$ cat config.mk
export PLATFORM = sky130hd
export DESIGN_NAME = axi_lite_read_arbiter
export DESIGN_NICKNAME = d
export VERILOG_FILES = /design/src/rtl/axi_lite_read_arbiter.sv
export SDC_FILE = /design/constraint.sdc
export NUM_CORES = 1
export LEC_CHECK = 0
export ABC_AREA = 0
export BUFFER_PORTS_ARGS = -buffer_cell sky130_fd_sc_hd__buf_2
export CAP_MARGIN = 30
export CORE_AREA = 2 2 122 124
export DETAILED_ROUTE_END_ITERATION = 16
export DIE_AREA = 0 0 124 126
export GPL_TIMING_DRIVEN = 1
export PLACE_DENSITY = 0.76
export SYNTH_ARGS = -nofsm -noshare
export SYNTH_HDL_FRONTEND = slang
export SYNTH_SLANG_ARGS = --single-unit
$ cat constraint.sdc
create_clock -name ACLK -period 3.2 [get_ports ACLK]
set_clock_uncertainty 0.1 [all_clocks]
set_input_delay 0.48 -clock ACLK [delete_from_list [all_inputs] [get_ports ACLK]]
set_output_delay 0.48 -clock ACLK [all_outputs]
set_load 0.01 [all_outputs]
$ cat src/rtl/axi_lite_read_arbiter.sv
// Round-robin arbiter sharing one AXI-Lite read master port among NUM_REQ requesters, one read in flight.
// Optional watchdog abort (SLVERR, timeout pulse) is built when AXIL_RD_ARB_TIMEOUT_EN is defined.
module axi_lite_read_arbiter #(
  parameter int NUM_REQ        = 4,
  parameter int ADDR_W         = 32,
  parameter int DATA_W         = 64,
  parameter int TIMEOUT_CYCLES = 256
) (
  input  logic                      ACLK,
  input  logic                      ARESET,
  input  logic [NUM_REQ-1:0]        req_valid,
  input  logic [NUM_REQ*ADDR_W-1:0] req_addr,
  output logic [NUM_REQ-1:0]        req_ready,
  output logic [NUM_REQ-1:0]        rsp_valid,
  input  logic [NUM_REQ-1:0]        rsp_ready,
  output logic [DATA_W-1:0]         rsp_data,
  output logic [1:0]                rsp_resp,
  output logic [ADDR_W-1:0]         ARADDR,
  output logic                      ARVALID,
  input  logic                      ARREADY,
  input  logic [DATA_W-1:0]         RDATA,
  input  logic [1:0]                RRESP,
  input  logic                      RVALID,
  output logic                      RREADY,
  output logic                      timeout,
  output logic [1:0]                dbg_state
);

  localparam int PTR_W = $clog2(NUM_REQ);

  if (NUM_REQ < 2 || NUM_REQ > 16 || TIMEOUT_CYCLES < 2) begin : g_param_check
    $error("axi_lite_read_arbiter: NUM_REQ must be 2..16 and TIMEOUT_CYCLES >= 2");
  end

  typedef enum logic [1:0] {IDLE = 2'd0, AR = 2'd1, R = 2'd2, RSP = 2'd3} state_t;

  // Handshakes: a transfer happens on the rising edge where valid and ready are both high;
  // a valid, once raised, stays high with its payload stable until that transfer completes.
  state_t             state;
  logic [PTR_W-1:0]   rr_ptr;
  logic [PTR_W-1:0]   gnt;
  logic [PTR_W-1:0]   pick;
  logic [PTR_W-1:0]   idx_w;
  logic               pick_any;
  logic [PTR_W-1:0]   nxt_ptr;
  logic [NUM_REQ-1:0] gnt_oh;

  assign dbg_state = state;
  assign nxt_ptr   = (gnt == PTR_W'(NUM_REQ - 1)) ? '0 : gnt + 1'b1;
  assign gnt_oh    = {{(NUM_REQ-1){1'b0}}, 1'b1} << gnt;

  always_comb begin
    int idx;
    idx      = 0;
    idx_w    = '0;
    pick     = '0;
    pick_any = 1'b0;
    for (int i = 0; i < NUM_REQ; i++) begin
      idx = int'(rr_ptr) + i;
      if (idx >= NUM_REQ) idx = idx - NUM_REQ;
      idx_w = PTR_W'(idx);
      if (!pick_any && req_valid[idx_w]) begin
        pick     = idx_w;
        pick_any = 1'b1;
      end
    end
  end

  // Accept is combinational but suppressed during reset so every output reads as reset value.
  always_comb begin
    req_ready = '0;
    if (state == IDLE && pick_any && !ARESET) req_ready[pick] = 1'b1;
  end

`ifdef AXIL_RD_ARB_TIMEOUT_EN
  localparam int CNT_W = $clog2(TIMEOUT_CYCLES);
  logic [CNT_W-1:0] wd_cnt;
  logic             wd_abort;

  assign wd_abort = ((state == AR && !ARREADY) || (state == R && !RVALID)) &&
                    (wd_cnt == CNT_W'(TIMEOUT_CYCLES - 1));
`else
  assign timeout = 1'b0;
`endif

  always_ff @(posedge ACLK) begin
    if (ARESET) begin
      state     <= IDLE;
      rr_ptr    <= '0;
      gnt       <= '0;
      ARADDR    <= '0;
      ARVALID   <= 1'b0;
      RREADY    <= 1'b0;
      rsp_valid <= '0;
      rsp_data  <= '0;
      rsp_resp  <= 2'b00;
`ifdef AXIL_RD_ARB_TIMEOUT_EN
      wd_cnt    <= '0;
      timeout   <= 1'b0;
`endif
    end else begin
`ifdef AXIL_RD_ARB_TIMEOUT_EN
      timeout <= 1'b0;
      if (state == AR || state == R) wd_cnt <= wd_cnt + 1'b1;
`endif
      case (state)
        IDLE: begin
          if (pick_any) begin
            ARADDR  <= req_addr[pick*ADDR_W +: ADDR_W];
            gnt     <= pick;
            ARVALID <= 1'b1;
            state   <= AR;
`ifdef AXIL_RD_ARB_TIMEOUT_EN
            wd_cnt  <= '0;
`endif
          end
        end
        AR: begin
          if (ARREADY) begin
            ARVALID <= 1'b0;
            RREADY  <= 1'b1;
            state   <= R;
          end
        end
        R: begin
          if (RVALID) begin
            RREADY    <= 1'b0;
            rsp_data  <= RDATA;
            rsp_resp  <= RRESP;
            rsp_valid <= gnt_oh;
            state     <= RSP;
          end
        end
        RSP: begin
          if (rsp_ready[gnt]) begin
            rsp_valid <= '0;
            rr_ptr    <= nxt_ptr;
            state     <= IDLE;
          end
        end
        default: state <= IDLE;
      endcase
`ifdef AXIL_RD_ARB_TIMEOUT_EN
      // Watchdog abort answers the requester with SLVERR and no data.
      if (wd_abort) begin
        ARVALID   <= 1'b0;
        RREADY    <= 1'b0;
        rsp_data  <= '0;
        rsp_resp  <= 2'b10;
        rsp_valid <= gnt_oh;
        timeout   <= 1'b1;
        state     <= RSP;
      end
`endif
    end
  end

endmodule

* Yosys cells after proc, flatten, opt, wreduce, memory -nomap -nowiden
Index checks and enable logic that the tools add are counted.
W data, S select, Z words.
** Cells by class
- Add/sub/neg operators :: 8
- Magnitude comparators :: 11
- Equal/unequal tests :: 8
- Shift operators :: 2
- Mux-type cells :: 40
- Reduce and logical (&&, ||, !) cells :: 21
** Operator list (number)
- $shiftx A128 B8 Y32 :: 1
- $mux W2 :: 13
- $lt A2 B3 Y1 const B :: 6
- $mux W1 :: 14
- $mux W4 :: 3
- $bmux W1 S2 :: 5
- $ge A3 B3 Y1 const B :: 3
- $reduce_and A3 Y1 :: 3
- $ne A2 B2 Y1 const B :: 4
- $pmux W2 S4 :: 1
- $pmux W4 S2 :: 1
- $sub A2 B1 Y2 const B :: 4
- $add A2 B2 Y3 const B :: 2
- $eq A2 B2 Y1 const B :: 3
- $logic_and A1 B1 Y1 :: 6
- $reduce_and A2 Y1 :: 3
- $reduce_bool A2 Y1 :: 3
- $logic_not A1 Y1 :: 4
- $pmux W1 S2 :: 2
- $reduce_and A4 Y1 :: 1
- $shl A1 B2 Y4 const A :: 1
- $add A2 B1 Y3 const B :: 1
- $ge A2 B3 Y1 const B :: 1
- $add A2 B1 Y2 const B :: 1
- other kinds (4) :: 4
** Word-level totals
- Bits in registers :: 110
- Bits of input ports :: 206

* Logic depth before layout (Yosys ltp)
- Depth after elaboration :: 19
- Mapped depth :: 8
- Mapped depth without buffers :: 6

* Worst setup path after synthesis
Ideal clock, no wire load.
- Kind :: input-to-output
- Start point :: input req_valid[3]
- End point :: output req_ready[1]
- Arrival :: 1.812 ns
- Data required time :: 2.620 ns
- Setup slack :: 0.808 ns
- Stages :: 6
- Path buffers :: 3
- Path through :: buf_2 nor2_1 o221a_2 clkbuf_1 clkbuf_1 nor3b_1
** On the way
- Longest elaborated chain between the ends :: 17
** RTL lines
- from (decl) :: line 11 : input logic [NUM_REQ-1:0] req_valid,
- $bmux W1 S2 :: line 62 : if (!pick_any && req_valid[idx_w]) begin
- $mux W1 (not written as such) :: line 62
- $mux W1 :: line 62
- $logic_not A1 Y1 :: line 62
- $logic_and A1 B1 Y1 :: line 62
- $mux W1 :: line 62
- $logic_not A1 Y1 :: line 62
- $logic_and A1 B1 Y1 :: line 62
- $mux W1 :: line 62
- $logic_not A1 Y1 :: line 62
- $logic_and A1 B1 Y1 :: line 62
- $mux W2 :: line 62
- $lt A2 B3 Y1 (not written as such) or $ge A2 B1 Y1 (tied branches) :: line 72 : if (state == IDLE && pick_any && !ARESET) req_ready[pick] = 1'b1;
- $logic_and A1 B1 Y1 (not written as such) :: line 72
- $mux W1 (not written as such) :: line 72
- $demux W1 S2 :: line 72
- $mux W4 * :: line 72
- to (decl) :: line 13 : output logic [NUM_REQ-1:0] req_ready,
Mark *: on every way between the ends. The rest lies on a longest branch, timed or not. The select of a mux whose other input is x is not followed.

* Final worst setup path
- Start point :: register rr_ptr[1]
- End point :: output req_ready[3]
** On the way
- Longest elaborated chain between the ends :: 19
** RTL lines
- from (decl) :: line 40 : logic [PTR_W-1:0] rr_ptr;
- from (signal assigned) :: line 137 : rr_ptr <= nxt_ptr;
- parallel branches: the longest is 18 deep, another holds $add A2 B1 Y3
- $mux W4 * :: line 72
Every way passes the cells marked *. The select of a mux whose other input is x is not followed.

==> results.cfg <==
[outcome]
status = finished clean

[placed_design]
dp_hpwl_microns = 13000
io_buffer_count = 315
place_congestion = 0.843
place_ws_ps = 701

[grt]
grt_pass1_wl_microns = 26800
grt_max_degree = 79
grt_pass1_vias = 5380
antenna_found_initial = 1
grt_use_total_pct = 21.8
gr-total-overflow = 0

[power]
peakVddDrop_mv = 0.267
p_leak_nw = 3.31
power_density_nw_per_um2 = 645
total_power_mw = 4.61

[die]
die-area_sq_um = 15600
pin_count = 317
fp.dieH_microns = 126
coreArea_sq_um = 14300
start_util_pct = 36.2
die_x_microns = 124
core.rowCount = 44

[clock_tree]
clock_latency_ps = 350
ctsResizeCount = 0
hold_buffers = 0
cts_buffers = 9
cts.clk_slew.worst_paths_ps = 80
cts_root_buf = clkbuf_16
cts_sinks = 110
cts.path.max_buffers = 2
htree_levels = 3
cts_tree = built
cts_setup_buffers = 0

[synth]
synth_most_common_cell = nand2_1
netlist-cell-type-count = 44
netlist_instances = 657
synth.avg_cell_area_sq_um = 7.88
yosys_most_used_dff = dfxtp_1
syn-cell-area_sq_um = 5180
synth_edf_count = 0
synthArstFlopShare_pct = 0
ys_seq_area_share_pct = 42.5
synth_common_cells = nand2_1 (149), dfxtp_1 (110), a21oi_1 (79)
syn_nets = 871
ys_ff_latch = 110
synth_top_cell_area_share_pct = 42.5
yosys-top-cells-area = dfxtp_1 (43%), nand2_1 (11%), a21oi_1 (7.6%)
yosys_warnings = 0
yosysTopAreaCell = dfxtp_1

[setup_path]
critPathCaptureType = primary output
start_kind = flop
r2r_start = rr_ptr[1]
reg2reg_setup_slack_ps = 870
crit-reg2reg-capture = ARADDR[20]
path_max_fanout = 10
worstPathArrival_ps = 1940
worst-r2r-cell-count = 5
crit_type = flop to primary output
required_ps = 2620

[min_path]
hold_path_depth = 3
whs_endpoint = rsp_data[55]
hold_path.class = input port to flop
hp-start = RDATA[55]

[layout]
nets = 1148
nFillCells = 1444
drive_gt1_share_pct = 38.2
area_growth_pct = 38.0

[timing]
period_share_pct = 78.6
setup_viol = 0
slew_violations = 0
slew_headroom_pct = 42.0
finalCriticalPeriod_ps = 2520
rsz0062_at_grt = no
fin_tns_setup_ps = 0
max_freq_mhz = 397
setup_ws_ps = 683
hold_violations = 0
worstMarginPinSlew_ps = 864

[drt]
remaining_drc_errors = 0
wirelength_microns = 17700
viasPerCell = 5.15
first_iter_violations = 314
dr.pass1.iters = 5
avgRoutedWirePerCell_microns = 15.7
vias = 5794
ant_nets = 0

[run]
maxCapViolCount = 0
## per-stage QoR
stage                     std cells  hold WS [ps]  instance area [sq um]  utilization, %
after floorplan                 657           376                   5180               -
after global placement         1107           337                   6840            47.8
after detailed placement       1107           340                   6840            47.8
after CTS                      1123           243                   7140            49.9
after global routing           1124           252                   7140            49.9
final                          1125           253                   7150            49.9
## per-layer routing
metal / GRT usage [%] / wire length (microns) / part of all wire [%] / vias up
li1: - / - / - / 2871
met1: 24.4 / 6750 / 38 / 2622
met2: 38.0 / 8660 / 49 / 274
met3: 6.52 / 1810 / 10 / 27
met4: 9.12 / 482 / 2.7 / 0
met5: 0 / 0 / 0 / -
## cells by family after synthesis
| logic type | count (synthesis) | synth area share [%] |
|---|---|---|
| buffers and inverters | 69 | 5.66 |
| muxes | 3 | 0.822 |
| adders and majority gates | 8 | 1.93 |
| and+or+nand+nor | 243 | 20.5 |
| AOI/OAI and AO/OA | 223 | 28.5 |
| other | 1 | 0.0724 |
| DFF | 110 | 42.5 |
## cell usage in the layout, fill, tap and decap left out, drive strengths merged, types with 3 or more instances in the layout
cell type  synthesis  routed
clkbuf            41       9
a21o               6       6
nand2            150     150
inv               10      12
nor2b              4       4
dfxtp            110     110
ha                 8       8
a211oi            37      37
a21oi             79      79
clkinv             0       3
o21ai             35      35
buf               18     325
nand3              6       6
and3              26      26
a21boi            26      26
nor4               3       3
a221oi            32      32
nor2              40      40
## power by group
part	total [mW]	internal, mW	switching, mW	leakage (nW)
sequential	1.77	1.63	0.143	0.898
combinational	1.71	0.700	1.01	2.27
clock	1.13	0.555	0.571	0.141
## registers in the layout (all words and copies together), names as in the netlist
name / flops
ARADDR: 32
ARVALID: 1
RREADY: 1
dbg_state: 2
gnt: 2
rr_ptr: 2
rsp_data: 64
rsp_resp: 2
rsp_valid: 4
## worst max path at each step
| stage | start | end | slack (ps) | depth (start not counted) |
|---|---|---|---|---|
| after CTS | rr_ptr[1] | req_ready[3] | 680 | 5 |
| after global placement | req_valid[2] | req_ready[3] | 730 | 5 |
| final | rr_ptr[1] | req_ready[3] | 680 | 5 |
| after floorplan | req_valid[3] | req_ready[1] | 810 | 6 |
| after detailed placement | req_valid[2] | req_ready[3] | 700 | 5 |
| after global routing | dbg_state[0] | req_ready[2] | 510 | 5 |
## critical path, cell delays in order, from the launching register on
cell	delay, ps
dfxtp_1	510
inv_1	160
a21oi_1	150
o221a_2	380
nor3b_1	220
buf_2	160
## cell type report
cell class / count / area, sq um / share of cell area [%]
clock buffer: 9 / 225 / 3.15
inverter: 10 / 37.5 / 0.525
multi-input combinational: 478 / 2690 / 37.6
sequential: 110 / 2200 / 30.8
tap: 184 / 230 / 3.22
antenna: 2 / 5.00 / 0.0700
timing repair buffer: 325 / 1680 / 23.5
clock inverter: 7 / 78.8 / 1.10
(Power assumes the default switching activity.)
